===== src/rtl/exdeword_pkg.sv =====
// exdeword_pkg
//   Shared exbus transmit/receive definitions: the 2-bit word type codes held
//   in the top bits of every 35-bit bus word, the character width, and the
//   mapping from type code to the number of 7-bit characters the word
//   occupies on the serial link.  Used by the word packer, this serializer
//   and the receive-side word assembler, so all three agree on framing.
//   No ports (package).
package exdeword_pkg;

    localparam int EXB_WORD_W = 35;   // bus word width
    localparam int EXB_CHAR_W = 7;    // serial character width
    localparam int EXB_TYPE_W = 2;    // type field width, word[34:33]
    localparam int EXB_CNT_W  = 3;    // holds a character count 0..5

    // Type field codes.  IDLE also carries the special/flag words.
    localparam logic [EXB_TYPE_W-1:0] EXB_IDLE  = 2'b11;  // 1 character
    localparam logic [EXB_TYPE_W-1:0] EXB_SHORT = 2'b10;  // 2 characters
    localparam logic [EXB_TYPE_W-1:0] EXB_MID   = 2'b01;  // 3 characters
    localparam logic [EXB_TYPE_W-1:0] EXB_LONG  = 2'b00;  // 5 characters

    typedef logic [EXB_CHAR_W-1:0] exb_char_t;
    typedef logic [EXB_CNT_W-1:0]  exb_cnt_t;

    // Number of characters a word of the given type is split into.
    function automatic exb_cnt_t exb_length(input logic [EXB_TYPE_W-1:0] wtype);
        exb_cnt_t len;
        case (wtype)
            EXB_IDLE:  len = 3'd1;
            EXB_SHORT: len = 3'd2;
            EXB_MID:   len = 3'd3;
            default:   len = 3'd5;   // EXB_LONG
        endcase
        return len;
    endfunction

endpackage


===== src/rtl/exdeword.sv =====
// exdeword
//   Byte serializer in the exbus transmit path.  Takes one 35-bit bus word
//   at a time and emits it as 1, 2, 3 or 5 seven-bit characters, most
//   significant character first, the count chosen by the word's type field.
//   A word is taken on i_stb && !o_busy; a character is taken downstream on
//   o_stb && !i_busy.  While the downstream is stalled the character and its
//   last marker hold stable, and o_stb only drops after a transfer.
//
//   Ports
//     i_clk    clock
//     i_reset  synchronous, active-high reset
//     i_stb    input word valid
//     i_word   35-bit input word, [34:33] = type field
//     i_last   word closes a transmit burst
//     o_busy   this stage cannot take i_word in the current cycle
//     o_stb    output character valid
//     o_data   output character (7 bits)
//     o_last   final character of a word that arrived with i_last
//     i_busy   downstream cannot take o_data in the current cycle
//
//   Parameter
//     OPT_LOWPOWER  when 1, o_data and o_last read as zero whenever o_stb is
//                   low (the shift register is cleared on going empty).
module exdeword
    import exdeword_pkg::*;
#(
    parameter logic OPT_LOWPOWER = 1'b0
) (
    input  logic                  i_clk,
    input  logic                  i_reset,
    input  logic                  i_stb,
    input  logic [EXB_WORD_W-1:0] i_word,
    input  logic                  i_last,
    output logic                  o_busy,
    output logic                  o_stb,
    output logic [EXB_CHAR_W-1:0] o_data,
    output logic                  o_last,
    input  logic                  i_busy
);

    // The character on o_data is always the top seven bits of the shift
    // register, so o_data comes straight from flops with no extra copy.
    logic [EXB_WORD_W-1:0] sreg_q,  sreg_d;
    exb_cnt_t              nleft_q, nleft_d;   // characters still to transfer
    logic                  last_q,  last_d;    // i_last of the word in flight
    logic                  stb_q,   stb_d;
    logic                  olast_q, olast_d;

    exb_cnt_t              in_len;
    logic                  xfer;
    logic                  accept;

    assign in_len = exb_length(i_word[EXB_WORD_W-1 -: EXB_TYPE_W]);

    // o_busy is decoded from the registered count.  The i_busy term is what
    // lets the last character of one word and the first of the next share a
    // cycle: with one character left the stage is free exactly when that
    // character leaves in this cycle.  Anything more than one left is busy.
    assign o_busy = (nleft_q > 3'd1) || ((nleft_q == 3'd1) && i_busy);

    // stb_q is set exactly when nleft_q is nonzero.
    assign xfer   = stb_q && !i_busy;
    assign accept = i_stb && !o_busy;

    always_comb begin
        sreg_d  = sreg_q;
        nleft_d = nleft_q;
        last_d  = last_q;
        stb_d   = stb_q;
        olast_d = olast_q;

        if (accept) begin
            // Either the stage is empty or its final character is leaving
            // now, so loading never overwrites an untransferred character.
            sreg_d  = i_word;
            nleft_d = in_len;
            last_d  = i_last;
            stb_d   = 1'b1;
            olast_d = i_last && (in_len == 3'd1);
        end else if (xfer) begin
            if (nleft_q > 3'd1) begin
                sreg_d  = {sreg_q[EXB_WORD_W-EXB_CHAR_W-1:0], {EXB_CHAR_W{1'b0}}};
                nleft_d = nleft_q - 3'd1;
                // Two left now means the character being loaded is the final one.
                olast_d = last_q && (nleft_q == 3'd2);
            end else begin
                stb_d   = 1'b0;
                nleft_d = 3'd0;
                olast_d = 1'b0;
                if (OPT_LOWPOWER) begin
                    sreg_d = '0;
                end
            end
        end
    end

    always_ff @(posedge i_clk) begin
        if (i_reset) begin
            sreg_q  <= '0;
            nleft_q <= 3'd0;
            last_q  <= 1'b0;
            stb_q   <= 1'b0;
            olast_q <= 1'b0;
        end else begin
            sreg_q  <= sreg_d;
            nleft_q <= nleft_d;
            last_q  <= last_d;
            stb_q   <= stb_d;
            olast_q <= olast_d;
        end
    end

    assign o_stb  = stb_q;
    assign o_data = sreg_q[EXB_WORD_W-1 -: EXB_CHAR_W];
    assign o_last = olast_q;

endmodule


===== config.mk =====
export PLATFORM = sky130hd
export DESIGN_NAME = exdeword
export DESIGN_NICKNAME = d
export VERILOG_FILES = /design/src/rtl/exdeword_pkg.sv /design/src/rtl/exdeword.sv
export SDC_FILE = /design/constraint.sdc
export NUM_CORES = 1
export LEC_CHECK = 0
export BUFFER_PORTS_ARGS = -buffer_cell sky130_fd_sc_hd__buf_2
export CORE_UTILIZATION = 60
export CTS_BUF_LIST = sky130_fd_sc_hd__clkbuf_2 sky130_fd_sc_hd__clkbuf_4 sky130_fd_sc_hd__clkbuf_8
export CTS_CLUSTER_DIAMETER = 80
export DETAILED_ROUTE_END_ITERATION = 8
export PLACE_DENSITY = 0.88
export SETUP_SLACK_MARGIN = 0.4
export SYNTH_ARGS = -nofsm -noshare
export SYNTH_HDL_FRONTEND = slang
export SYNTH_SLANG_ARGS = --single-unit
export TNS_END_PERCENT = 10

===== constraint.sdc =====
create_clock -name i_clk -period 3.3 [get_ports i_clk]
set_input_delay 0.33 -clock i_clk [delete_from_list [all_inputs] [get_ports i_clk]]
set_output_delay 0.33 -clock i_clk [all_outputs]
set_load 0.05 [all_outputs]

==> results of run 1 <==
-- sequential cells by signal, summed over array words and instances (netlist names) --
signal and cells:
o_stb 1, o_last 1, sreg_q 35, nleft_q 3
last_q 1
-- through the flow --
stage / util [%] / power, mW / std cells / hold WS, ns
6_report: 71.7 / 2.24 / 328 / 0.211
5_1_grt: 71.7 / 2.40 / 328 / 0.191
4_1_cts: 71.7 / 2.25 / 328 / 0.203
3_5_place_dp: 69.0 / 1.91 / 320 / 0.455
3_3_place_gp: 69.0 / 1.86 / 320 / 0.452
2_1_floorplan: - / 1.76 / 245 / 0.436
-- how the worst max path moves through the flow --
| stage | start | to | slack [ns] |
|---|---|---|---|
| after floorplan | nleft_q[1]$_SDFFE_PP0P_ | sreg_q[17]$_SDFFE_PP0P_ | 1.48 |
| after CTS | nleft_q[1]$_SDFFE_PP0P_ | sreg_q[31]$_SDFFE_PP0P_ | 1.15 |
| after global routing | nleft_q[1]$_SDFFE_PP0P_ | sreg_q[20]$_SDFFE_PP0P_ | 0.98 |
| after detailed placement | nleft_q[1]$_SDFFE_PP0P_ | sreg_q[31]$_SDFFE_PP0P_ | 1.16 |
| final | nleft_q[1]$_SDFFE_PP0P_ | sreg_q[16]$_SDFFE_PP0P_ | 1.15 |
| after global placement | nleft_q[1]$_SDFFE_PP0P_ | sreg_q[24]$_SDFFE_PP0P_ | 1.25 |
-- routing by layer --
metal  vias to the layer above  track usage (%)  share of wire, %  wire, µm
li1                        920                -                 -         -
met5                         -                0                 0         0
met2                        52             42.5                50      2240
met1                       837             28.4                44      1960
met3                         4             7.14               4.4       197
met4                         0             7.30              0.79        35
-- power by group --
| part | switching (mW) | total, mW | internal, mW |
|---|---|---|---|
| clock | 0.156 | 0.345 | 0.189 |
| sequential | 0.114 | 0.794 | 0.681 |
| combinational | 0.713 | 1.10 | 0.391 |
| total | 0.983 | 2.24 | 1.26 |
-- kinds of logic after synthesis --
group	synth area share (%)
AND/OR/NAND/NOR	21.1
buffers and inverters	8.51
adder cells (fa/ha/maj)	3.52
flip-flops	38.5
AO/OA/AOI/OAI	28.4
-- tightest hold or removal path: cells and delay by family --
kind | cells | cell delay (ns)
compound gates | 1 | 0.05
buf+inv | 1 | 0.09
simple gates | 1 | 0.04
-- area by class of cell --
| type | count | area (µm²) |
|---|---|---|
| multi-input cells | 173 | 1130 |
| fillers | 297 | 953 |
| well taps | 46 | 57.6 |
| inverters | 5 | 18.8 |
| repair buffers | 55 | 290 |
| clock inverters | 1 | 30.0 |
| clock buffers | 7 | 58.8 |
| flip-flops and latches | 41 | 821 |
-- cells in the final DEF (no fill, tap or decap), types with 6 or more instances in the layout --
cell type  Yosys  routed
nand2_1       62      62
buf_2          7      49
dfxtp_1       41      41
nor2_1        25      25
a311oi_2      25      25
a21oi_1       16      15
nand3_1       11      11
ha_1           6       6
clkbuf_4       0       6
buf_4          7       6
-- cell usage after synthesis (all sizes together), types with 5 or more instances --
| cell | number |
|---|---|
| nor2 | 25 |
| clkbuf | 8 |
| nand2 | 62 |
| inv | 5 |
| nand3 | 11 |
| dfxtp | 41 |
| ha | 6 |
| a21oi | 16 |
| buf | 18 |
| a311oi | 25 |
==> results.toml, run 1 <==
[outcome]
status = "finished, final reports clean"

[floorplanning]
dieWidth_um = 61.6
initial_core_util_pct = 63.4
design.die.area_mm2 = 0.00379
ios = 50
die_y_um = 61.6
core_area_mm2 = 0.00336
rows = 21

[sta]
hold_viol_final = 0
worst_slack_ns = 1.15
maxSlewViolCount = 0
max_freq_mhz = 466
rsz0062_at_grt = "no"
finalSetupTns_ns = 0
maxSlewHeadroom_pct = 72.4
finalCriticalPeriod_ns = 2.15
fin_crit_sh_pct = 65.0
finalSetupViolCount = 0
worstMarginPinSlew_ns = 0.414
skew_ns = 0.00735

[grt]
grt_pass1_wl_um = 6730
grt-ovfl-total = 0
grt_max_degree = 36
grt_pass1_vias = 1626
antenna_found_initial = 0
grtUsageTotal_pct = 24.2

[routing]
drtAntennaViolNets = 0
drc = 0
dr.pass1.iters = 4
via_per_inst = 5.53
wl_um = 4440
avgRoutedWirePerCell_um = 13.5
dr_total_vias = 1813
drt_iter0_markers = 78

[placement]
dp_hpwl_um = 3130
place_area_mm2 = 0.00232
pre_cts_slack_ns = 1.16
routabilityCongestion = 0.947
port_buffers = 49

[setup_path]
setup.worst_path.class = "flop to flop"
rrSetupSlack_ns = 1.15
path_depth = 7
r2r-start = "nleft_q[1]$_SDFFE_PP0P_"
rr_worst_depth = 7
crit_chain = "inv_1 -> ha_1 -> or3_1 -> a21o_2 -> buf_4 -> nor2_1 -> a311oi_2"
required_ns = 3.51
critPathBufInv = 2
critPathCaptureType = "flop"
critPathLaunchType = "flop"
path_delay_family = "simple AND/OR/NAND/NOR gates"
path_max_fanout = 28
r2r-end = "sreg_q[16]$_SDFFE_PP0P_"
max_stage_delay_ns = 0.42
critPathSlowestCell = "dfxtp_1"
arrival_ns = 2.36

[power_and_ir_drop]
p_leak_nw = 0.948
peakVddDrop_v = 0.000459
power_density_mw_per_mm2 = 931

[clock_network]
tritoncts = "built"
cts_setup_buffers = 0
htreeDepth = 2
clock_sinks = 41
postCtsResizedCells = 0
clockRootBuffer = "clkbuf_4"
numCtsBuffers = 5
clock_path_buffers = 2
cts.clk_slew.worst_paths_ns = 0.12
clk_latency_ns = 0.34
cts_hold_buf = 0

[synth]
netlist_instances = 245
yosysSeqAreaShare_pct = 38.5
yosys_most_used_dff = "dfxtp_1"
ys_ff_latch = 41
synth_top_area_share_pct = 38.5
netlist_area_mm2 = 0.00213
synth_edf_count = 0
ys_warn_count = 0
syn-num-nets = 291
synth_area_per_cell_um2 = 8.70
synth.area.top_cells = "dfxtp_1, a311oi_2, nand2_1, nor2_1, a21oi_1"
yosys.area.top_type = "dfxtp_1"
synth_async_sr_flop_share_pct = 0
synth_cell_types = 31

[hold_path]
min_path_type = "input pin to flop"
holdPathEnd = "sreg_q[6]$_SDFFE_PP0P_"
hp-start = "i_word[6]"
hold_depth = 3

[final_layout]
synthToLayoutAreaGrowth_pct = 13.1
drive_gt1_share_pct = 33.7
nets = 327
diodes = 0
fin_area_mm2 = 0.00241

[flow_run]
maxCapViolations = 0
Note: power is estimated with default switching activity, not from simulation.
==> run 2: changes to the inputs <==
ABC_AREA = 1   (was default)
CORE_UTILIZATION = 50   (was 60)
PLACE_DENSITY = 0.78   (was 0.88)
clock period = 1.95 ns   (was 3.3 ns; I/O delays follow)
==> run 2 against run 1 <==
  * Via count grew 13%
  * Sequential cell count is the same
  * Wire length increased by 14%
  * Count of clock-buffer cells in the layout fell by 1
  * Worst hold slack got worse by 0.056 ns
  * Largest cell class unchanged
==> results.toml, run 2 <==
[outcome]
status = "finished, final reports clean"

[floorplanning]
design.die.area_mm2 = 0.00438
ios = 50
rows = 22
die_y_um = 66.2
core_area_mm2 = 0.00380
initial_core_util_pct = 54.2
dieWidth_um = 66.2

[grt]
grt_pass1_wl_um = 7130
grt_pass1_vias = 1653
grtUsageTotal_pct = 21.4
antenna_found_initial = 0
grt-ovfl-total = 0
grt_max_degree = 31

[final_layout]
synthToLayoutAreaGrowth_pct = 24.0
largest_reg_flops = 35
reg_top3 = "sreg_q x35, nleft_q x3"
final_cell_mix = "nand2_1, buf_2, dfxtp_1"
final_cells = 390
top_register = "sreg_q"
layout_commonest_cell = "nand2_1"
nets = 387
diodes = 0
drive_gt1_share_pct = 26.0

[routing]
drt_iter0_markers = 155
avgRoutedWirePerCell_um = 12.9
drtAntennaViolNets = 0
dr_total_vias = 2041
drc = 0
dr.pass1.iters = 5
wl_um = 5040
via_per_inst = 5.23

[power_and_ir_drop]
power_density_mw_per_mm2 = 1880
p_leak_nw = 1.24
peakVddDrop_v = 0.000793

[setup_path]
critPathCaptureType = "flop"
path_max_fanout = 12
arrival_ns = 1.77
critPathSlowestCell = "dfxtp_2"
critPathLaunchType = "flop"
setup.worst_path.class = "flop to flop"
max_stage_delay_ns = 0.39
crit_chain = "inv_2 -> ha_4 -> nand2_4 -> nand2_8 -> nand3_4 -> buf_12 -> nand2_1 -> a21oi_1 -> nor2_1"
required_ns = 2.13

[sta]
hold_viol_final = 0
skew_ns = 0.00635
rsz0062_at_grt = "yes"
finalSetupViolCount = 0
finalSetupTns_ns = 0
maxSlewHeadroom_pct = 54.9
maxSlewViolCount = 0
max_freq_mhz = 627
fin_hold_ws_ns = 0.155
worstMarginPinSlew_ns = 0.676
finalCriticalPeriod_ns = 1.59
fin_crit_sh_pct = 81.7

[synth]
synth_area_per_cell_um2 = 7.02
synth_async_sr_flop_share_pct = 0
synth_cell_types = 23
synthTopCellsByCount = "nand2_1, dfxtp_1, a21oi_1"
yosysSeqAreaShare_pct = 39.9
syn-num-nets = 339
synth_top_area_share_pct = 39.9
synth.area.top_cells = "dfxtp_1, nand2_1, a21oi_1, o21ai_0, nor2_1"
yosys_most_used_dff = "dfxtp_1"
ys_ff_latch = 41
synth_edf_count = 0
yosys.area.top_type = "dfxtp_1"
ys_warn_count = 0
synth_most_common_cell = "nand2_1"
netlist_area_mm2 = 0.00206
netlist_instances = 293

[clock_network]
numCtsBuffers = 5
clock_path_buffers = 2
cts.clk_slew.worst_paths_ns = 0.08
clockRootBuffer = "clkbuf_8"
tritoncts = "built"
clk_latency_ns = 0.29
htreeDepth = 2
clock_sinks = 41

[placement]
port_buffers = 49
routabilityCongestion = 0.832
dpl.cell_count = 374
dp_hpwl_um = 2920

[flow_run]
maxCapViolations = 0

[hold_path]
min_path_type = "input pin to flop"
-- run 2: changes by cell type after synthesis, moves of 4 or more --
cell | previous run | this run
a21oi_1 | 16 | 38
a311oi_2 | 25 | 0
buf_2 | 7 | 2
buf_4 | 7 | 11
clkbuf_1 | 8 | 4
inv_1 | 5 | 17
inv_2 | 0 | 4
nand2_1 | 62 | 81
nor2_1 | 25 | 35
o21ai_0 | 2 | 28
-- run 2: routing by layer --
layer  vias to the layer above  global-route usage, %  wire [µm]
li1                       1030                      -          -
met4                         0                   9.04         70
met3                         6                   6.38        361
met2                        96                   31.5       2420
met1                       909                   28.8       2190
met5                         -                      0          0
-- run 2: final cells by class --
type,instances,area (µm²)
clock buffer,6,76.3
sequential,41,825
inverter,21,83.8
tap,48,60.1
fill,341,1250
clock inverter,2,10.0
timing repair buffer,61,435
multi-input combinational,211,1060
-- run 2: cells by family (layout without fill, tap and decap cells) --
| group | after synthesis | count (layout) | synth area share (%) |
|---|---|---|---|
| AND/OR/NAND/NOR | 136 | 138 | 28.5 |
| AO/OA/AOI/OAI | 66 | 66 | 16.0 |
| buffers and inverters | 43 | 90 | 11.5 |
| flip-flops | 41 | 41 | 39.9 |
| adder cells (fa/ha/maj) | 6 | 6 | 3.65 |
| XOR/XNOR | 1 | 1 | 0.426 |
-- run 2: repair_timing --
action / CTS / global route
hold buffers: 0 / 0
gates cloned: 0 / 6
setup endpoints to repair: 35 / 39
setup buffers: 0 / 2
gates resized for setup: 7 / 18
pin swaps: 0 / 2
-- run 2: worst max-delay path, delay by kind of cell (launching register included) --
family	cells	cell delay, ns
AO/OA/AOI/OAI	1	0.17
adder cells (fa/ha/maj)	1	0.18
AND/OR/NAND/NOR	5	0.51
buffers and inverters	2	0.23
flip-flops	1	0.39
-- run 2: through the flow --
stage / power [mW] / setup slack, ns / cell area (µm²) / util (%)
3_5_place_dp: 3.56 / 0.296 / 2260 / 59.6
4_1_cts: 4.19 / 0.399 / 2370 / 62.4
6_report: 4.81 / 0.356 / 2550 / 67.2
3_3_place_gp: 3.53 / 0.354 / 2260 / 59.6
5_1_grt: 5.16 / 0.286 / 2550 / 67.2
2_1_floorplan: 3.25 / 0.503 / 2060 / -
-- run 2: path summary, 6_finish.rpt --
| kind | from | endpoint | slack (ns) | depth (start not counted) |
|---|---|---|---|---|
| worst max-delay path | nleft_q[1]$_SDFFE_PP0P_ | sreg_q[7]$_SDFFE_PP0P_ | 0.36 | 9 |
| worst min-delay path | i_word[2] | sreg_q[2]$_SDFFE_PP0P_ | 0.15 | 3 |
| worst max register to register | nleft_q[1]$_SDFFE_PP0P_ | sreg_q[7]$_SDFFE_PP0P_ | 0.36 | 9 |
| worst min register to register | sreg_q[6]$_SDFFE_PP0P_ | sreg_q[6]$_SDFFE_PP0P_ | 0.47 | 2 |
-- run 2: power breakdown --
group,internal [mW],switching [mW]
registers,1.17,0.193
clock network,0.262,0.292
logic,1.14,1.75
total,2.57,2.24
==> run 3: changes to the inputs <==
CORE_UTILIZATION = 55   (was 50)
PLACE_DENSITY = 0.82   (was 0.78)
clock period = 1.5 ns   (was 1.95 ns; I/O delays follow)
==> run 3 against run 2 <==
  * The flow now finishes with violations (setup timing)
  * Worst setup slack worse by 0.44 ns
  * Register-to-register slack lost 0.44 ns
  * Worst hold slack worse by 0.045 ns
  * Largest cell class unchanged
  * Largest power group unchanged
==> results.toml, run 3 (synthesized netlist as in run 2, its figures left out) <==
[outcome]
status = "finished with violations"
violations = "setup timing"

[floorplanning]
rows = 21
dieWidth_um = 63.2
die_y_um = 63.2
design.die.area_mm2 = 0.00399
ios = 50
core_area_mm2 = 0.00347
initial_core_util_pct = 59.3

[sta]
hold_viol_final = 0
skew_ns = 0.00846
rsz0062_at_grt = "yes"
finalSetupViolCount = 9
worst_slack_ns = -0.0820
worstMarginPinSlew_ns = 0.249
finalCriticalPeriod_ns = 1.58
fin_crit_sh_pct = 105
maxSlewHeadroom_pct = 83.2
max_freq_mhz = 632
maxSlewViolCount = 0

[clock_network]
clk_latency_ns = 0.29
cts_hold_buf = 0
clockRootBuffer = "clkbuf_8"
clock_sinks = 41
htreeDepth = 2
numCtsBuffers = 5
tritoncts = "built"
clock_path_buffers = 2
cts.clk_slew.worst_paths_ns = 0.08

[routing]
avgRoutedWirePerCell_um = 14.4
wl_um = 5760
via_per_inst = 5.42
drt_iter0_markers = 145
dr.pass1.iters = 5
drc = 0
dr_total_vias = 2173
drtAntennaViolNets = 0

[final_layout]
reg_top3 = "sreg_q x35, nleft_q x3"
final_core_util_pct = 79.4
diodes = 0
top_register = "sreg_q"
synthToLayoutAreaGrowth_pct = 33.7
largest_reg_flops = 35
layout_commonest_cell = "nand2_1"
nets = 401
final_cell_mix = "nand2_1, buf_2, dfxtp_1"
drive_gt1_share_pct = 35.8
final.fill_count = 253

[grt]
grt_pass1_vias = 1831
antenna_found_initial = 0
grt_max_degree = 25
grt-ovfl-total = 0
grt_pass1_wl_um = 8150
grtUsageTotal_pct = 26.2

[setup_path]
critPathLaunchType = "flop"
required_ns = 1.68
setup.worst_path.class = "flop to flop"
path_max_fanout = 7
critPathCaptureType = "flop"
arrival_ns = 1.76
rrSetupSlack_ns = -0.08

[power_and_ir_drop]
peakVddDrop_v = 0.00114
p_leak_nw = 1.33
power_density_mw_per_mm2 = 2440

[flow_run]
maxCapViolations = 0

[placement]
port_buffers = 49
dp_hpwl_um = 3170
pre_cts_slack_ns = 0.00627
routabilityCongestion = 0.887

[hold_path]
min_path_type = "input pin to flop"
## run 3: changes by cell type in the layout (fill, tap and decap cells not counted), sizes merged
cell / change
buf: +14
clkbuf: +1
clkinv: -2
## run 3: final timing paths
path,start,to,cells past startpoint
worst max-delay path,nleft_q[2]$_SDFFE_PP0P_,sreg_q[24]$_SDFFE_PP0P_,9
worst min-delay path,i_word[3],sreg_q[3]$_SDFFE_PP0P_,3
worst max register to register,nleft_q[2]$_SDFFE_PP0P_,sreg_q[24]$_SDFFE_PP0P_,9
worst min register to register,sreg_q[4]$_SDFFE_PP0P_,sreg_q[4]$_SDFFE_PP0P_,2
## run 3: area by class of cell
class	instances	area [µm²]	share of cell area, %
inverters	21	86.3	3.14
well taps	46	57.6	2.09
multi-input cells	211	1140	41.3
clock buffers	7	90.1	3.27
repair buffers	75	552	20.0
flip-flops and latches	41	830	30.1
## run 3: power breakdown
group	total, mW	switching, mW	leakage, nW	internal [mW]
registers	1.83	0.306	0.340	1.53
clock network	0.747	0.364	0.0477	0.383
logic	4.14	2.49	0.937	1.65
total	6.72	3.16	1.33	3.56
## run 3: critical path: stages (launching register included)
cell and delay [ns]:
dfxtp_1 0.45, inv_2 0.11, nand2_4 0.10, buf_6 0.10
nand3_4 0.15, buf_6 0.19, nand2_1 0.05, nand2_1 0.05
a21oi_1 0.20, nor2_1 0.07
## run 3: per-layer routing
layer | share of wire [%] | vias up | track usage (%)
li1 | - | 1056 | -
met1 | 42 | 984 | 34.0
met2 | 49 | 117 | 43.1
met3 | 6.8 | 16 | 6.16
met4 | 2.2 | 0 | 7.39
met5 | 0 | - | 0
## run 3: timing repair
item / 4_1_cts / 5_1_grt
resized for setup: 16 / 41
pin swaps: 4 / 15
gates cloned: 1 / 4
setup buffers: 9 / 0
endpoints found under the hold margin: 0 / 0
setup endpoints to repair: 42 / 43
## run 3: through the flow
step	instances	total power [mW]	hold WS [ns]	area [µm²]	setup TNS [ns]
after floorplan	293	4.26	0.293	2080	0
after global placement	380	4.79	0.405	2360	0
after detailed placement	380	4.84	0.408	2360	0
after CTS	397	6.06	0.106	2570	0
after global routing	401	7.13	0.116	2750	-1.41
final	401	6.72	0.110	2750	-0.297
